[config.mk]
export PLATFORM = sky130hd
export DESIGN_NAME = vga_sync_decoder
export DESIGN_NICKNAME = d
export VERILOG_FILES = /design/src/rtl/vga_sync_decoder.sv
export SDC_FILE = /design/constraint.sdc
export NUM_CORES = 1
export LEC_CHECK = 0
export ABC_AREA = 1
export CAP_MARGIN = 20
export CORE_ASPECT_RATIO = 1.2
export CORE_UTILIZATION = 40
export CTS_CLUSTER_DIAMETER = 80
export DETAILED_ROUTE_END_ITERATION = 7
export GPL_ROUTABILITY_DRIVEN = 0
export GPL_TIMING_DRIVEN = 0
export PLACE_DENSITY = 0.71
export SETUP_SLACK_MARGIN = 0.05
export SLEW_MARGIN = 10
export SYNTH_ARGS = -nofsm -noshare
export SYNTH_HDL_FRONTEND = slang
export SYNTH_SLANG_ARGS = --single-unit
[constraint.sdc]
create_clock -name clk_100MHz -period 2.3 [get_ports clk_100MHz]
set_input_delay 0.46 -clock clk_100MHz [delete_from_list [all_inputs] [get_ports clk_100MHz]]
set_output_delay 0.46 -clock clk_100MHz [all_outputs]
set_load 0.02 [all_outputs]
[src/rtl/vga_sync_decoder.sv]
// VGA receive-side monitor: recovers x/y, video_on and frame lock from hsync/vsync/rgb.
// Optional per-frame CRC-16-CCITT of active pixels on frame_crc when VGA_DEC_CRC_EN is defined.
module vga_sync_decoder #(
  parameter int   H_DISPLAY = 640,
  parameter int   H_FRONT   = 16,
  parameter int   H_SYNC    = 96,
  parameter int   H_BACK    = 48,
  parameter int   V_DISPLAY = 480,
  parameter int   V_FRONT   = 10,
  parameter int   V_SYNC    = 2,
  parameter int   V_BACK    = 33,
  parameter logic SYNC_POL  = 1'b0
) (
  input  logic        clk_100MHz,
  input  logic        reset_n,
  input  logic        p_tick,
  input  logic        hsync,
  input  logic        vsync,
  input  logic [11:0] rgb_in,
  output logic [9:0]  x,
  output logic [9:0]  y,
  output logic        video_on,
  output logic [11:0] pix_rgb,
  output logic        frame_start,
  output logic        locked,
  output logic [7:0]  err_count
`ifdef VGA_DEC_CRC_EN
  ,
  output logic [15:0] frame_crc
`endif
);

  localparam int H_TOTAL = H_DISPLAY + H_FRONT + H_SYNC + H_BACK;
  localparam int V_TOTAL = V_DISPLAY + V_FRONT + V_SYNC + V_BACK;
  localparam logic [9:0] H_LAST = 10'(H_TOTAL - 1);
  localparam logic [9:0] V_LAST = 10'(V_TOTAL - 1);
  localparam logic [9:0] HS_POS = 10'(H_DISPLAY + H_FRONT);
  localparam logic [9:0] VS_POS = 10'(V_DISPLAY + V_FRONT);
  localparam logic [9:0] H_ACT  = 10'(H_DISPLAY);
  localparam logic [9:0] V_ACT  = 10'(V_DISPLAY);

  typedef enum logic [1:0] {HUNT, HALIGN, LOCKED} state_t;

  state_t     state_reg;
  logic       hs_reg, vs_reg;
  logic       hs_arm_reg, vs_arm_reg;
  logic [9:0] h_reg, v_reg;
  logic [9:0] h_nxt, v_nxt;
  logic       hs_act, vs_act, h_edge, v_edge;
  logic       h_ok, v_ok, drop, stay_locked, pix_active, pix_first;

  // An edge needs a genuinely observed deasserted sample first, so a sync held
  // asserted through reset is not mistaken for a fresh pulse.
  assign hs_act = (hsync == SYNC_POL);
  assign vs_act = (vsync == SYNC_POL);
  assign h_edge = hs_act && (hs_reg != SYNC_POL) && hs_arm_reg;
  assign v_edge = vs_act && (vs_reg != SYNC_POL) && vs_arm_reg;

  assign h_nxt = (h_reg == H_LAST) ? 10'd0 : h_reg + 10'd1;
  assign v_nxt = (h_reg != H_LAST) ? v_reg : ((v_reg == V_LAST) ? 10'd0 : v_reg + 10'd1);

  assign h_ok        = (h_nxt == HS_POS);
  assign v_ok        = h_ok && (v_nxt == VS_POS);
  assign drop        = (state_reg == LOCKED) && ((h_edge && !h_ok) || (v_edge && !v_ok));
  assign stay_locked = (state_reg == LOCKED) && !drop;
  assign pix_active  = stay_locked && (h_nxt < H_ACT) && (v_nxt < V_ACT);
  assign pix_first   = stay_locked && (h_nxt == 10'd0) && (v_nxt == 10'd0);

  assign x = h_reg;
  assign y = v_reg;

  always_ff @(posedge clk_100MHz or negedge reset_n) begin
    if (!reset_n) begin
      state_reg   <= HUNT;
      hs_reg      <= ~SYNC_POL;
      vs_reg      <= ~SYNC_POL;
      hs_arm_reg  <= 1'b0;
      vs_arm_reg  <= 1'b0;
      h_reg       <= 10'd0;
      v_reg       <= 10'd0;
      pix_rgb     <= 12'd0;
      video_on    <= 1'b0;
      frame_start <= 1'b0;
      locked      <= 1'b0;
      err_count   <= 8'd0;
    end else begin
      frame_start <= 1'b0;
      if (p_tick) begin
        hs_reg      <= hsync;
        vs_reg      <= vsync;
        hs_arm_reg  <= hs_arm_reg | ~hs_act;
        vs_arm_reg  <= vs_arm_reg | ~vs_act;
        pix_rgb     <= rgb_in;
        h_reg       <= h_nxt;
        v_reg       <= v_nxt;
        video_on    <= pix_active;
        frame_start <= pix_first;
        case (state_reg)
          HUNT: begin
            if (h_edge) begin
              h_reg     <= HS_POS;
              state_reg <= HALIGN;
            end
          end
          HALIGN: begin
            // A misplaced h edge wins over any coincident v edge.
            if (h_edge) begin
              if (!h_ok) begin
                h_reg <= HS_POS;
              end else if (v_edge) begin
                v_reg     <= VS_POS;
                state_reg <= LOCKED;
                locked    <= 1'b1;
              end
            end
          end
          LOCKED: begin
            if (drop) begin
              state_reg <= HUNT;
              locked    <= 1'b0;
              if (err_count != 8'hFF) err_count <= err_count + 8'd1;
            end
          end
          default: state_reg <= HUNT;
        endcase
      end
    end
  end

`ifdef VGA_DEC_CRC_EN
  logic [15:0] crc_acc_reg;

  function automatic logic [15:0] crc_px(input logic [15:0] crc, input logic [11:0] pix);
    logic [15:0] r;
    logic [15:0] d;
    r = crc;
    d = {4'h0, pix};
    for (int i = 15; i >= 0; i--) begin
      r = {r[14:0], 1'b0} ^ ((r[15] ^ d[i]) ? 16'h1021 : 16'h0000);
    end
    return r;
  endfunction

  // Pixel (0,0) opens the new frame's accumulation on the same tick the old total is latched.
  always_ff @(posedge clk_100MHz or negedge reset_n) begin
    if (!reset_n) begin
      crc_acc_reg <= 16'hFFFF;
      frame_crc   <= 16'h0000;
    end else if (p_tick) begin
      if (!stay_locked) begin
        crc_acc_reg <= 16'hFFFF;
      end else if (pix_first) begin
        frame_crc   <= crc_acc_reg;
        crc_acc_reg <= crc_px(16'hFFFF, rgb_in);
      end else if (pix_active) begin
        crc_acc_reg <= crc_px(crc_acc_reg, rgb_in);
      end
    end
  end
`endif

endmodule

==> impl_metrics.toml <==
[finish]
synthToLayoutAreaGrowth_pct = 30.9
diodes = 0
n_fill_cell = 738
nets = 515
drive_above_1_share_pct = 15.2
layout_commonest_cell = "nand2_1"
most-common-layout-cells = "nand2_1, clkdlybuf4s50_1, dfrtp_1"
largest_reg_flops = 12
fin_cells = 584
register_area_sq_mm = 0.00123
top_register = "pix_rgb"
multi_input_area_sq_mm = 0.00166

[setup_path]
crit_type = "register to register"
cp_max_fo = 5
startpoint_type = "register"
path_delay_family = "simple AND/OR/NAND/NOR gates"
worstPathArrival_ps = 2400
path_buf_inv = 2
worstPathRequired_ps = 2550
max_stage_delay_ps = 460
cp_common_cell = "nand2_1"
endpoint_kind = "register"
slowest_stage = "dfrtp_2"
worstPathCellList = "inv_2, ha_1, nand2_1, nor2_2, nand3_2, nand2_1, nand2_1, nand2_1, inv_1, nor2_1, nand4_1, nor3_2, nand2_1, nor2_2"

[synth]
ys_seq_area_share_pct = 40.5
async_flop_share_pct = 100
synthDistinctLibCells = 34
syn-mean-instance-area_sq_um = 7.24
syn_area_sq_mm = 0.00303
synth_ff_type = "dfrtp_1"
yosysWarnings = 0
syn_nets = 441
synth_edf_count = 0
synth_cells = 419
synth-seq-cells = 49

[clocking]
htreeDepth = 2
cts_made_buffers = 5
clock_sinks = 49
cts_root_buf = "clkbuf_8"
clk_transition_reported_paths_ps = 110
cts_tree = "done"
clk_latency_ps = 320
cts_max_path_buffers = 2
cts_hold_buf = 0

[pwr]
switching_power_uw = 1250
p_leak_uw = 0.00194
power.total_uw = 2970
powerDensity_mw_per_mm2 = 748
internal_power_uw = 1730
sw_frac_of_total_pct = 41.9
p_comb_share_pct = 42.6
ir_drop_mv = 0.493
seqPwrFrac_pct = 39.1
power.share.clock_pct = 18.4

[sta]
fin_crit_ps = 2150
timing.final.crit_share_pct = 93.4
setup-violations-final = 0
max_slew_margin_pct = 54.5
hold_viol = 0
fin_ws_ps = 151
fmax_mhz = 465
skew_ps = 13.8
worstMarginPinSlew_ps = 678
tns_ps = 0
report.final.slew_viol_count = 0
whs_ps = 103
rsz0062_at_grt = "true"

[floorplanning]
die_w_um = 81.5
num_rows = 34
initial_core_util_pct = 41.5
core_sq_mm = 0.00732
die_height_um = 97.4
design.die.area_sq_mm = 0.00794
ios = 60

[drt]
post_drt_wl_per_cell_um = 12.9
drc = 0
dr_total_vias = 2964
drtPass1Iterations = 4
ant_nets = 0
drt_iter0_drc = 214
via_per_inst = 5.08
wl_um = 7530

[status]
status = "finished, final reports clean"

[global_route]
antenna_found_initial = 0
grt_usage_pct = 20.6
gr-total-overflow = 0
grt_max_degree = 30
grt_pass1_wl_um = 12800
grt_pass1_vias = 2833

[placement]
io_buffer_count = 58
place_hpwl_um = 5600
place_inst = 568
dp_slack_ps = -84.0

[flow_run]
drv_cap = 0

[min_path]
hold_class = "input port to async pin"
==> logic make-up (layout without fill, tap and decap cells) <==
logic type	after synthesis	after routing	synth area share, %
buffers and inverters	55	130	7.01
AO/OA/AOI/OAI	32	32	6.80
flip-flops	49	49	40.5
adder cells (fa/ha/maj)	5	5	2.06
XOR/XNOR	7	7	2.02
AND/OR/NAND/NOR	271	271	41.6
==> metal layers <==
layer	GRT usage, %	wire length (um)
met1	26.0	3200
met2	34.4	3830
met3	3.00	359
met4	7.97	137
met5	0	0
==> cell usage after synthesis (3+ instances only) <==
master	instances	area share [%]
a21oi_1	3	0.49
dfrtp_1	47	39
nand3_2	5	1.6
o21ai_1	3	0.49
ha_1	5	2.1
o22ai_1	6	1.2
o21ai_0	5	0.82
xor2_1	5	1.4
nand2_2	7	1.4
nor2_4	6	2.2
inv_2	5	0.62
nor2_1	35	4.3
a22oi_1	9	2.2
nor3_1	5	0.82
clkbuf_1	7	0.87
nand3_1	30	4.9
nand4_1	9	1.9
nand2_1	162	20
inv_1	40	4.9
nor2_2	5	1.0
==> worst paths after layout <==
check / start / to / slack (ps) / cells after the start
setup / recovery: y[0] / frame_start / 150 / 14
hold / removal: reset_n / y[9] / 100 / 1
setup reg to reg: y[0] / frame_start / 150 / 14
hold reg to reg: vs_arm_reg / vs_arm_reg / 470 / 2
max in group asynchronous: reset_n / hs_reg / 1580 / 2
min in group clk_100MHz: vs_arm_reg / vs_arm_reg / 470 / 2
==> timing repair <==
item                                    4_1_cts  5_1_grt
resized for setup                             2       20
pin swaps                                     1        5
endpoints found under the setup margin       24       27
buffers inserted                              3        5
==> metrics by stage <==
step	util [%]	instance area, sq um
CTS	52.7	3860
global route	54.3	3970
finish	54.3	3970
floorplan	-	3030
detailed placement	51.1	3740
global placement	50.9	3730
==> layout make-up <==
cell class	count	area share (%)
Clock buffer	5	1.73
Buffer	10	1.10
Clock inverter	3	0.536
Tap cell	90	2.84
Timing Repair Buffer	67	16.7
Multi-Input combinational cell	315	41.7
Inverter	45	4.25
Sequential cell	49	31.1
==> power by group through the flow <==
stage               Clock (uW)  Sequential, uW  Combinational (uW)
global placement             0            1160                1160
floorplan                    0            1280                 644
global route               590            1190                1390
CTS                        548            1160                1200
detailed placement           0            1170                1190
finish                     545            1160                1270
(Power assumes the default switching activity.)
